[config.mk]
export PLATFORM = sky130hd
export DESIGN_NAME = viterbi_traceback
export DESIGN_NICKNAME = d
export VERILOG_FILES = /design/src/rtl/viterbi_traceback_pkg.sv /design/src/rtl/viterbi_traceback.sv
export SDC_FILE = /design/constraint.sdc
export NUM_CORES = 1
export LEC_CHECK = 0
export ABC_CLOCK_PERIOD_IN_PS = 3050
export BUFFER_PORTS_ARGS = -buffer_cell sky130_fd_sc_hd__buf_2
export CAP_MARGIN = 15
export CORE_MARGIN = 4
export CORE_UTILIZATION = 56
export CTS_CLUSTER_DIAMETER = 120
export DETAILED_ROUTE_END_ITERATION = 12
export PLACE_DENSITY = 0.92
export SETUP_SLACK_MARGIN = 0.2
export SLEW_MARGIN = 20
export SYNTH_ARGS = -nofsm -noshare
export SYNTH_HDL_FRONTEND = slang
export SYNTH_SLANG_ARGS = --single-unit
[constraint.sdc]
create_clock -name Clock1 -period 3.05 [get_ports Clock1]
set_input_delay 0.305 -clock Clock1 [delete_from_list [all_inputs] [get_ports Clock1]]
set_output_delay 0.305 -clock Clock1 [all_outputs]
set_load 0.01 [all_outputs]
[src/rtl/viterbi_traceback_pkg.sv]
// Shared defaults and FSM encoding for the Viterbi traceback unit.
package viterbi_traceback_pkg;

    localparam int DEF_WD_FSM   = 6;
    localparam int DEF_WD_DEPTH = 5;
    localparam int DEF_WD_STATE = 6;
    localparam int DEF_TB_LEN   = 30;

    typedef enum logic [1:0] {
        TB_IDLE = 2'd0,
        TB_RD   = 2'd1,
        TB_DATA = 2'd2,
        TB_OUT  = 2'd3
    } tb_state_e;

endpackage

[src/rtl/viterbi_traceback.sv]
// Viterbi traceback: per request, walks TB_LEN survivor pages backwards from the
// minimum-metric state and emits one decoded bit.
module viterbi_traceback
    import viterbi_traceback_pkg::*;
#(
    parameter int WD_FSM   = DEF_WD_FSM,
    parameter int WD_DEPTH = DEF_WD_DEPTH,
    parameter int WD_STATE = DEF_WD_STATE,
    parameter int TB_LEN   = DEF_TB_LEN
) (
    input  logic                         Clock1,
    input  logic                         Reset,
    input  logic                         Active,
    input  logic                         TB_EN,
    input  logic [WD_DEPTH-1:0]          ACSPage,
    input  logic [WD_STATE-1:0]          LowestState,
    output logic                         MemRdEn,
    output logic [WD_DEPTH+WD_STATE-1:0] MemRdAddr,
    input  logic                         MemRdData,
    output logic                         DecodedBit,
    output logic                         DecodeValid,
    output logic                         Busy,
    output logic                         TbOverrun
);

    localparam int WD_FILL = $clog2(TB_LEN + 1);
    localparam int WD_STEP = (TB_LEN > 1) ? $clog2(TB_LEN) : 1;
    localparam logic [WD_FILL-1:0] FILL_MAX  = WD_FILL'(TB_LEN);
    localparam logic [WD_STEP-1:0] STEP_LAST = WD_STEP'(TB_LEN - 1);
    localparam bit CFG_OK = (TB_LEN <= (2**WD_DEPTH) - 1) && (2*TB_LEN + 2 <= 2**WD_FSM);

    // A traceback must finish inside one page, otherwise every request overruns.
    if (!CFG_OK) begin : g_bad_cfg
        $error("viterbi_traceback: TB_LEN does not fit WD_DEPTH/WD_FSM");
    end

    tb_state_e             state_q, state_d;
    logic [WD_DEPTH-1:0]   page_q, page_d;
    logic [WD_STATE-1:0]   cstate_q, cstate_d;
    logic [WD_STEP-1:0]    step_q, step_d;
    logic [WD_FILL-1:0]    fill_q, fill_d;
    logic                  overrun_q, overrun_d;
    logic                  bit_q, bit_d;

    always_ff @(posedge Clock1 or negedge Reset) begin
        if (!Reset) begin
            state_q   <= TB_IDLE;
            page_q    <= '0;
            cstate_q  <= '0;
            step_q    <= '0;
            fill_q    <= '0;
            overrun_q <= 1'b0;
            bit_q     <= 1'b0;
        end else begin
            state_q   <= state_d;
            page_q    <= page_d;
            cstate_q  <= cstate_d;
            step_q    <= step_d;
            fill_q    <= fill_d;
            overrun_q <= overrun_d;
            bit_q     <= bit_d;
        end
    end

    always_comb begin
        state_d   = state_q;
        page_d    = page_q;
        cstate_d  = cstate_q;
        step_d    = step_q;
        fill_d    = fill_q;
        overrun_d = overrun_q;
        bit_d     = bit_q;

        case (state_q)
            TB_IDLE: begin
                if (TB_EN) begin
                    if (fill_q != FILL_MAX) begin
                        fill_d = fill_q + WD_FILL'(1);
                    end else begin
                        page_d   = ACSPage;
                        cstate_d = LowestState;
                        step_d   = '0;
                        state_d  = TB_RD;
                    end
                end
            end
            TB_RD: state_d = TB_DATA;
            TB_DATA: begin
                cstate_d = {cstate_q[WD_STATE-2:0], MemRdData};
                page_d   = page_q - WD_DEPTH'(1);
                step_d   = step_q + WD_STEP'(1);
                if (step_q == STEP_LAST) begin
                    state_d = TB_OUT;
                    bit_d   = cstate_d[WD_STATE-1];
                end else begin
                    state_d = TB_RD;
                end
            end
            TB_OUT: state_d = TB_IDLE;
            default: state_d = TB_IDLE;
        endcase

        if (TB_EN && state_q != TB_IDLE) overrun_d = 1'b1;

        // Abort wins over everything; TB_EN is ignored while inactive.
        if (!Active) begin
            state_d   = TB_IDLE;
            fill_d    = '0;
            page_d    = page_q;
            cstate_d  = cstate_q;
            step_d    = step_q;
            overrun_d = overrun_q;
            bit_d     = bit_q;
        end
    end

    assign MemRdEn     = (state_q == TB_RD);
    assign MemRdAddr   = {page_q, cstate_q};
    assign DecodeValid = (state_q == TB_OUT);
    assign DecodedBit  = bit_q;
    assign Busy        = (state_q != TB_IDLE);
    assign TbOverrun   = overrun_q;

endmodule

==> reports/results.tsv, run 1 <==
stage	metric	value	unit
finish	non-filler cells, final	196	
cts	clk_lat worst skew	0.32	ns
routing	DR vias/cell	5.847	
die	row cnt	17	
routing	First-pass DRT Iterations	4	
finish	Filler Cells Inserted	194	
global_route	initial antenna violation count	0	
routing	Starting DRT DRC Count	25	
hold_path	Hold Crit Class	in -> reg	
timing	setup tns final	0	ns
hold_path	Hold Path Cell Cnt	3	
cts	CTS tree	done	
routing	Residual DRC	0	
power	sw frac	23.82	%
yosys	number of synthesized register bits	25	
cts	CTS clk-pin slew, worst paths	0.13	ns
global_route	largest net degree at the start of global routing	26	
placement	Port Buf Inserts	31	
cts	Post CTS Setup Buffer Count	0	
critical_path	Max stage delay on crit path	0.42	ns
timing	Worst-Margin Slew	0.5372	ns
cts	H-tree level count	1	
critical_path	depth of the most critical reg-to-reg path	7	
power	Flop pwr share	64.1	%
power	sw power	126.2	uW
critical_path	startpoint types	flip-flop	
global_route	first-pass GRT wire length	5.264	mm
critical_path	worst path cell trace	inv_1 > ha_1 > and4_1 > a21oi_2 > or2_1 > inv_4 > a22o_1	
hold_path	Hold EP	cstate_q[5]$_DFFE_PN0P_	
critical_path	worst endpoint required time	3.28	ns
cts	clock tree sinks	25	
yosys	post-synthesis cell count	137	
timing	fin crit share	69.12	%
power	cell-internal power	403.6	uW
global_route	Global Route Usage Sum	20.56	%
power	Clk pwr share	28.0	%
yosys	area leader, netlist	dfrtp_1	
critical_path	Worst path slowest cell	dfrtp_1	
die	Die Area	3268	sq um
critical_path	Worst Setup End Kind	flip-flop	
yosys	most frequent cells after synthesis	dfrtp_1 (25), o21ai_0 (11), nor2_1 (10), inv_1 (8), mux2i_1 (8)	
routing	DR vias	1146	
timing	fmax	0.4743	GHz
yosys	Synth cell types	43	
critical_path	arrival time worst endpoint	2.34	ns
die	Core ar.	2255	sq um
timing	Pins Over Slew Limit	0	
timing	final-report hold violation count	0	
power	Leak	0.0007683	uW
die	I/O pin cnt	32	
power	PD cells	342.5	nW/um^2
critical_path	Critical Path Fanout Max	10	
yosys	Synth Warn #	0	
finish	fin nets	190	
timing	minimum clock period	2.108	ns
finish	area grow syn2layout	14.23	%
critical_path	critical path class	reg -> reg	
cts	root buf cell	clkbuf_4	
timing	Setup Viol. Count Final	0	
placement	# placed instances	191	
yosys	Synth area leaders	dfrtp_1 (46%), mux2i_1 (5.9%), ha_1 (4.6%)	
timing	RSZ-0062 raised after global routing	no	
critical_path	reg2reg setup slack	0.94	ns
die	Die X	57.17	microns
yosys	FFs w/ async S/R, synth	100.0	%
critical_path	Reg2Reg Capture Point	page_q[4]$_DFFE_PN0P_	
routing	WL final	3.056	mm
yosys	share of the synthesized area in the top cell type	46.21	%
timing	clock skew	0.004742	ns
cts	Clock Path Buffers	2	
yosys	syn nets	158	
power	combinational share of power	8.0	%
placement	HPWL Detailed	2.382	mm
yosys	top_reg_cell synth	dfrtp_1	
timing	Max-slew headroom	64.19	%
finish	ratio of cells with drive above 1 in the final layout	23.81	%
global_route	vias in the first global route	1162	
yosys	Netlist Area Pre-Place	1354	sq um
yosys	Post-synth EDFFs	0	
run_status	outcome	completed	
yosys	Seq/Total Area, Yosys	46.21	%
placement	gp weighted congestion	0.9086	
yosys	Avg Cell Area, Syn	9.882	sq um
job	max_cap viols	0	
finish	n_diodes	0	
critical_path	FF-to-FF Start	fill_q[0]$_DFFE_PN0P_	
routing	drt wl/cell	15.59	microns
global_route	GRT Residual Overflow	0	
cts	number of CTS-inserted buffers	3	
die	Die Ht	57.17	microns
yosys	count leader, synth	dfrtp_1	
die	Initial Utilization	60.04	%
power	Max IR drop VDD	0.0003186	V
hold_path	critical hold path startpoint	LowestState[5]	
routing	Antenna Nets Post-Route	0	
-- routing by layer --
layer	vias to the layer above	wire length, microns	GRT usage [%]
met5	-	0	0
met4	0	46	8.609
met3	4	118	2.036
met2	28	1607	35.89
met1	556	1283	25.86
li1	558	-	-
-- flip-flops by register name, indices dropped and copies added, names as in the netlist --
signal      flops
DecodedBit      1
TbOverrun       1
cstate_q        6
fill_q          5
page_q          5
state_q         2
step_q          5
-- layout make-up --
cell class / instances / area, sq um / share of cell area [%]
Clock buffer: 4 / 26.28 / 1.699
Tap cell: 28 / 35.03 / 2.265
Sequential cell: 25 / 625.6 / 40.45
Timing Repair Buffer: 33 / 172.7 / 11.17
Multi-Input combinational cell: 97 / 650.6 / 42.07
Inverter: 9 / 36.28 / 2.346
-- worst max-delay path by stage --
stage | slack [ns] | start | depth (start not counted) | to
6_report | 0.94 | fill_q[0]$_DFFE_PN0P_ | 7 | page_q[4]$_DFFE_PN0P_
3_5_place_dp | 0.98 | fill_q[0]$_DFFE_PN0P_ | 7 | page_q[4]$_DFFE_PN0P_
5_1_grt | 0.81 | fill_q[0]$_DFFE_PN0P_ | 7 | page_q[4]$_DFFE_PN0P_
2_1_floorplan | 1.28 | fill_q[0]$_DFFE_PN0P_ | 9 | page_q[4]$_DFFE_PN0P_
3_3_place_gp | 1.09 | fill_q[0]$_DFFE_PN0P_ | 7 | page_q[4]$_DFFE_PN0P_
4_1_cts | 0.96 | fill_q[0]$_DFFE_PN0P_ | 7 | page_q[4]$_DFFE_PN0P_
-- layout by cell type (no fill, tap or decap), drive strengths merged, types with 2 or more instances in the layout --
| cell | synthesis | final |
|---|---|---|
| clkbuf | 1 | 4 |
| ha | 5 | 5 |
| nand2b | 2 | 2 |
| nor2b | 3 | 3 |
| or2 | 2 | 2 |
| and3 | 2 | 2 |
| o21a | 2 | 2 |
| buf | 5 | 32 |
| nor2 | 10 | 10 |
| xnor2 | 2 | 2 |
| nand2 | 3 | 3 |
| nand4 | 2 | 2 |
| nor3 | 3 | 3 |
| a31oi | 3 | 3 |
| xor2 | 2 | 2 |
| inv | 9 | 9 |
| nand3 | 5 | 5 |
| mux2i | 8 | 8 |
| o22ai | 2 | 2 |
| a21oi | 6 | 6 |
| dfrtp | 25 | 25 |
| a22o | 3 | 3 |
| o21ai | 17 | 17 |
-- critical path, delay by kind of cell (launching register included) --
kind / cells / cell delay [ns]
simple gates: 2 / 0.69
compound gates: 2 / 0.53
flops: 1 / 0.42
fa+ha+maj: 1 / 0.22
buf+inv: 2 / 0.15
-- cell families (layout without fill, tap and decap cells) --
| group | count (synthesis) | in the layout | synth area share [%] |
|---|---|---|---|
| simple gates | 38 | 38 | 15.16 |
| compound gates | 41 | 41 | 18.95 |
| fa+ha+maj | 5 | 5 | 4.621 |
| xor+xnor | 4 | 4 | 2.588 |
| flops | 25 | 25 | 46.21 |
| buf+inv | 15 | 46 | 5.730 |
| mux | 9 | 9 | 6.747 |
-- power by group through the flow --
| stage | Combinational (uW) | Sequential, uW | Clock (uW) |
|---|---|---|---|
| 2_1_floorplan | 18.3 | 345 | 0 |
| 3_3_place_gp | 39.3 | 345 | 0 |
| 3_5_place_dp | 41.4 | 346 | 0 |
| 4_1_cts | 42.7 | 339 | 151 |
| 5_1_grt | 47.6 | 340 | 169 |
| 6_report | 42.3 | 339 | 148 |
-- through the flow --
step                total power (uW)  utilization, %  instance area, sq um  hold WS, ns  worst slack, ns
global placement               384.2           66.98                  1510       0.3191            1.087
finish                         529.7           68.59                  1546       0.2514           0.9418
CTS                            532.8           68.59                  1546       0.2469           0.9610
floorplan                      363.3               -                  1354     0.009409            1.281
global route                   556.3           68.59                  1546       0.2452           0.8075
detailed placement             387.1           66.98                  1510       0.3203           0.9756
-- what timing repair did --
item / in CTS / in global routing
resized for setup: 0 / 0
hold buffers: 1 / 0
endpoints found under the hold margin: 25 / 0
No activity file was read; power rests on OpenSTA's default activity.
==> inputs of run 2 (changes only) <==
--- a/config.mk
+++ b/config.mk
@@ -5,14 +5,14 @@
 export SDC_FILE = /design/constraint.sdc
 export NUM_CORES = 1
 export LEC_CHECK = 0
-export ABC_CLOCK_PERIOD_IN_PS = 3050
+export ABC_CLOCK_PERIOD_IN_PS = 1700
 export BUFFER_PORTS_ARGS = -buffer_cell sky130_fd_sc_hd__buf_2
 export CAP_MARGIN = 15
 export CORE_MARGIN = 4
-export CORE_UTILIZATION = 56
+export CORE_UTILIZATION = 47
 export CTS_CLUSTER_DIAMETER = 120
 export DETAILED_ROUTE_END_ITERATION = 12
-export PLACE_DENSITY = 0.92
+export PLACE_DENSITY = 0.83
 export SETUP_SLACK_MARGIN = 0.2
 export SLEW_MARGIN = 20
 export SYNTH_ARGS = -nofsm -noshare
==> constraint.sdc (replaced) <==
create_clock -name Clock1 -period 1.7 [get_ports Clock1]
set_input_delay 0.17 -clock Clock1 [delete_from_list [all_inputs] [get_ports Clock1]]
set_output_delay 0.17 -clock Clock1 [all_outputs]
set_load 0.01 [all_outputs]
==> run 2 against run 1 <==
Sequential share of layout area shrank 4.3 points. Non-clock buffer count increased by 12. Hold slack worse by 0.12 ns. Global-route usage is 1.1 points lower. Flip-flop and latch count is the same. Largest cell class unchanged.
==> reports/results.tsv, run 2 (synthesis gave the netlist of run 1 again) <==
stage	metric	value	unit	change
timing	Worst-Margin Slew	0.5705	ns	+0.03334 ns
timing	final hold slack	0.1336	ns	-0.1178 ns
routing	routed wire length on met2	1.820	mm	+13%
finish	fin nets	202		+6.3%
routing	DR vias/cell	6.033		+3.2%
critical_path	startpoint types	flip-flop		
routing	First-pass DRT Iterations	4		unchanged
finish	n_diodes	0		unchanged
timing	fmax	0.6425	GHz	+35%
routing	Antenna Nets Post-Route	0		unchanged
placement	HPWL Detailed	2.504	mm	+5.1%
timing	fin crit share	91.56	%	+22 points
cts	number of CTS-inserted buffers	3		unchanged
timing	Setup Viol. Count Final	0		unchanged
global_route	largest net degree at the start of global routing	26		unchanged
power	Leak	0.0008551	uW	+11%
cts	clk_lat worst skew	0.32	ns	about the same
die	row cnt	19		+2
global_route	Global Route Usage Sum	19.41	%	-1.1 points
critical_path	Worst Setup End Kind	flip-flop		
timing	final-report hold violation count	0		unchanged
cts	CTS tree	done		
global_route	GRT Residual Overflow	0		unchanged
timing	Max-slew headroom	61.97	%	-2.2 points
job	max_cap viols	0		unchanged
finish	most common cell after layout, fill and taps aside	buf_2		
routing	WL final	3.520	mm	+15%
finish	area grow syn2layout	28.47	%	
finish	multi-input logic area	732.0	sq um	+12%
routing	Residual DRC	0		unchanged
finish	Reg area	628.1	sq um	+0.40%
critical_path	critical path class	reg -> reg		
global_route	initial antenna violation count	0		unchanged
timing	RSZ-0062 raised after global routing	yes		
routing	Top Metal Used	met4		
routing	DR vias	1273		+11%
critical_path	worst endpoint required time	1.95	ns	-1.33 ns
placement	Port Buf Inserts	31		unchanged
routing	drt wl/cell	16.68	microns	+7.0%
finish	Filler Cells Inserted	225		+16%
routing	metal3 WL	209	microns	+77%
routing	Starting DRT DRC Count	62		+150%
power	PD cells	563.5	nW/um^2	+65%
timing	clock skew	0.008905	ns	+0.004163 ns
die	Die Area	3803	sq um	+16%
die	Die Ht	61.67	microns	+7.9%
power	Max IR drop VDD	0.0005243	V	+65%
timing	Pins Over Slew Limit	0		unchanged
die	Die X	61.67	microns	+7.9%
power	total chip power	980.0	uW	+85%
critical_path	Critical Path Fanout Max	6		-4
finish	most frequent cells in the layout	buf_2 (30), dfrtp_1 (23), buf_4 (11)		
finish	max reg flops	6		unchanged
cts	root buf cell	clkbuf_4		
placement	gp weighted congestion	0.8060		-11%
die	Core ar.	2758	sq um	+22%
cts	Clock Path Buffers	2		unchanged
global_route	vias in the first global route	1300		+12%
run_status	outcome	completed		
die	Initial Utilization	49.09	%	-11 points
hold_path	Hold Crit Class	in -> reg		
timing	minimum clock period	1.556	ns	-0.5517 ns
finish	ratio of cells with drive above 1 in the final layout	39.44	%	+16 points
cts	CTS clk-pin slew, worst paths	0.14	ns	about the same
cts	H-tree level count	1		unchanged
global_route	first-pass GRT wire length	5.526	mm	+5.0%
finish	most flop-heavy register	cstate_q		
critical_path	arrival time worst endpoint	1.81	ns	-0.53 ns
die	I/O pin cnt	32		unchanged
routing	WL met1	1.349	mm	+5.1%
cts	clock tree sinks	25		unchanged
-- run 2: cell types whose count changed in the layout (fill, tap and decap cells not counted), sizes merged --
cell,before,now
clkinv,0,1
buf,32,44
clkbuf,4,3
-- run 2: path summary, 6_finish.rpt --
| kind | startpoint | cells past startpoint | endpoint | slack [ns] |
|---|---|---|---|---|
| max in group asynchronous | Reset | 2 | state_q[0]$_DFFE_PN0P_ | 0.94 |
| max | fill_q[0]$_DFFE_PN0P_ | 7 | cstate_q[1]$_DFFE_PN0P_ | 0.14 |
| min in group asynchronous | Reset | 2 | step_q[4]$_DFFE_PN0P_ | 0.36 |
| min reg2reg | TbOverrun$_DFFE_PN0P_ | 1 | TbOverrun$_DFFE_PN0P_ | 0.50 |
| min | Active | 2 | state_q[1]$_DFFE_PN0P_ | 0.13 |
| max reg2reg | fill_q[0]$_DFFE_PN0P_ | 7 | cstate_q[1]$_DFFE_PN0P_ | 0.14 |
-- run 2: critical path, cell delays in order (launching register included) --
cell and delay (ns):
dfrtp_1 0.40, inv_1 0.06, ha_2 0.17, and4_4 0.25, a21oi_4 0.06, or2_4 0.28
buf_6 0.15, o21ai_2 0.11
-- run 2: area by class of cell --
cell class,count,share of cell area (%)
repair buffers,45,15.90
well taps,31,2.230
flip-flops and latches,25,36.12
clock buffers,3,1.295
clock inverters,1,0.2878
multi-input cells,97,42.09
inverters,9,2.086
-- run 2: power breakdown --
group	total, uW	switching (uW)	internal [uW]
clock network	270	182	88.1
registers	606	4.76	601
logic	104	57.9	46.0
-- run 2: metrics by stage --
step	utilization (%)	TNS, ns	instance area [sq um]	setup WS, ns	instances
2_1_floorplan	-	0	1364	0.01351	137
3_3_place_gp	57.44	0	1584	0.07656	202
3_5_place_dp	57.44	-0.02478	1584	-0.01558	202
4_1_cts	60.75	0	1675	0.1226	209
5_1_grt	63.07	0	1739	0.07905	211
6_report	63.07	0	1739	0.1435	211
-- run 2: layer usage --
layer / up-vias / global-route usage [%]
li1: 586 / -
met5: - / 0
met3: 15 / 3.774
met4: 0 / 9.394
met2: 55 / 34.53
met1: 617 / 22.05
-- run 2: timing repair --
item / in CTS / in global routing
pin swaps: 8 / 5
resized for setup: 12 / 15
endpoints found under the setup margin: 20 / 19
endpoints found under the hold margin: 25 / 0
buffers inserted: 2 / 2
cloned: 0 / 0
hold buffers: 1 / 0
==> inputs of run 3 (changes only) <==
--- a/config.mk
+++ b/config.mk
@@ -8,10 +8,12 @@
 export ABC_CLOCK_PERIOD_IN_PS = 1700
 export BUFFER_PORTS_ARGS = -buffer_cell sky130_fd_sc_hd__buf_2
 export CAP_MARGIN = 15
+export CORE_ASPECT_RATIO = 0.7
 export CORE_MARGIN = 4
 export CORE_UTILIZATION = 47
 export CTS_CLUSTER_DIAMETER = 120
 export DETAILED_ROUTE_END_ITERATION = 12
+export MAX_ROUTING_LAYER = met4
 export PLACE_DENSITY = 0.83
 export SETUP_SLACK_MARGIN = 0.2
 export SLEW_MARGIN = 20
==> run 3 against run 2 <==
Final cell count up 3.8%. Largest power group unchanged. Non-clock buffer count increased by 5. Critical path type unchanged. Die area is 0.36% higher. Via count rose by 1.1%. Clock skew grew 0.0035 ns. Setup slack better by 0.019 ns. Fmax is 1.2% higher. Wire length grew 7.3%.
==> reports/results.tsv, run 3 (synthesis gave the netlist of run 1 again) <==
stage	metric	value	unit	change
run_status	outcome	completed		
critical_path	Critical Path Fanout Max	7		+1
critical_path	startpoint types	flip-flop		
critical_path	Worst Setup End Kind	flip-flop		
routing	Starting DRT DRC Count	79		+27%
die	Die X	72.15	microns	+17%
routing	First-pass DRT Iterations	4		unchanged
routing	Residual DRC	0		unchanged
die	Initial Utilization	51.89	%	+2.8 points
routing	DR vias	1287		+1.1%
global_route	GRT Residual Overflow	0		unchanged
timing	final hold slack	0.1423	ns	+0.008678 ns
placement	# placed instances	208		+3.0%
power	Max IR drop VDD	0.0003530	V	-33%
finish	ratio of cells with drive above 1 in the final layout	42.16	%	+2.7 points
critical_path	worst endpoint required time	1.92	ns	-0.03 ns
power	total chip power	1093	uW	+12%
timing	Setup Viol. Count Final	0		unchanged
critical_path	arrival time worst endpoint	1.75	ns	-0.06 ns
timing	fin crit share	90.46	%	-1.1 points
finish	Post-Route Utilization	70.12	%	+7.1 points
finish	most frequent cells in the layout	buf_2 (30), dfrtp_1 (24), buf_4 (16)		
global_route	first-pass GRT wire length	6.313	mm	+14%
cts	CTS clk-pin slew, worst paths	0.10	ns	-0.04 ns
placement	HPWL Detailed	2.489	mm	-0.58%
die	row cnt	15		-4
finish	area grow syn2layout	35.12	%	
die	Core ar.	2609	sq um	-5.4%
power	PD cells	597.4	nW/um^2	+6.0%
finish	fin nets	207		+2.5%
die	Die Ht	52.91	microns	-14%
timing	RSZ-0062 raised after global routing	yes		
cts	root buf cell	clkbuf_8		
global_route	initial antenna violation count	0		unchanged
timing	fmax	0.6502	GHz	+1.2%
hold_path	Hold Crit Class	in -> reg		
critical_path	FF-to-FF Start	fill_q[0]$_DFFE_PN0P_		
hold_path	critical hold path startpoint	LowestState[4]		
finish	design area	1829	sq um	+5.2%
power	Leak	0.0008806	uW	+3.0%
global_route	Global Route Usage Sum	22.52	%	+3.1 points
cts	Clock Path Buffers	2		unchanged
timing	minimum clock period	1.538	ns	-0.01859 ns
finish	most flop-heavy register	cstate_q		
die	I/O pin cnt	32		unchanged
finish	most common cell after layout, fill and taps aside	buf_2		
cts	clk_lat worst skew	0.29	ns	-0.03 ns
job	max_cap viols	0		unchanged
cts	number of CTS-inserted buffers	3		unchanged
cts	clock tree sinks	25		unchanged
timing	Max-slew headroom	62.75	%	+0.78 points
routing	Antenna Nets Post-Route	0		unchanged
routing	DR vias/cell	5.877		-2.6%
placement	Port Buf Inserts	31		unchanged
cts	H-tree level count	1		unchanged
timing	final-report hold violation count	0		unchanged
finish	non-filler cells, final	219		+3.8%
cts	CTS tree	done		
timing	Pins Over Slew Limit	0		unchanged
placement	placed cell areas	1610	sq um	+1.7%
global_route	vias in the first global route	1327		+2.1%
placement	gp weighted congestion	0.8346		+3.5%
timing	Worst-Margin Slew	0.5588	ns	-0.01174 ns
finish	max reg flops	6		unchanged
routing	drt wl/cell	17.25	microns	+3.4%
finish	n_diodes	0		unchanged
timing	clock skew	0.01240	ns	+0.003499 ns
die	Die Area	3817	sq um	+0.36%
routing	WL final	3.778	mm	+7.3%
critical_path	crit path launch	fill_q[0]$_DFFE_PN0P_		
global_route	largest net degree at the start of global routing	26		unchanged
critical_path	critical path class	reg -> reg		
[run 3: area by class of cell]
class | count | area, sq um
clock inverters | 1 | 7.507
multi-input cells | 97 | 760.7
clock buffers | 3 | 41.29
fillers | 188 | 779.5
repair buffers | 50 | 314.1
well taps | 34 | 42.54
flip-flops and latches | 25 | 626.9
inverters | 9 | 36.28
[run 3: per-stage QoR]
step	setup slack, ns	setup TNS [ns]
3_3_place_gp	0.06383	0
2_1_floorplan	0.01351	0
4_1_cts	0.1837	0
5_1_grt	0.08042	0
3_5_place_dp	-0.003013	-0.003013
6_report	0.1621	0
[run 3: metal layers]
| layer | GRT usage [%] | share of wire (%) | vias to the layer above |
|---|---|---|---|
| met5 | - | 0 | - |
| met4 | 9.688 | 3.4 | 0 |
| met3 | 5.693 | 5.9 | 16 |
| met2 | 34.74 | 48 | 55 |
| met1 | 28.32 | 43 | 631 |
| li1 | - | - | 585 |
[run 3: critical path, cell delays in order (launching register included)]
cell and delay (ns):
dfrtp_1 0.39, inv_1 0.07, ha_2 0.17, and4_4 0.24, a21oi_4 0.06, or2_4 0.28, inv_4 0.09, mux2i_1 0.18
[run 3: power breakdown]
part / switching [uW] / internal (uW) / total, uW
Sequential: 6.31 / 600 / 607
Clock: 211 / 167 / 378
Combinational: 60.7 / 47.4 / 108
Total: 278 / 815 / 1090
[run 3: repair_timing]
item	in CTS	in global routing
hold buffers	1	0
pin swaps	6	5
gates resized for setup	12	21
buffers inserted	5	1
hold endpoints to repair	25	0
endpoints found under the setup margin	19	23
[run 3: final timing paths]
check / end / slack (ns) / depth (start not counted)
max in group asynchronous: state_q[1]$_DFFE_PN0P_ / 0.91 / 2
worst min register to register: TbOverrun$_DFFE_PN0P_ / 0.47 / 1
min in group asynchronous: TbOverrun$_DFFE_PN0P_ / 0.39 / 2
worst min-delay path: cstate_q[4]$_DFFE_PN0P_ / 0.14 / 3
worst max-delay path: page_q[1]$_DFFE_PN0P_ / 0.16 / 7
worst max register to register: page_q[1]$_DFFE_PN0P_ / 0.16 / 7
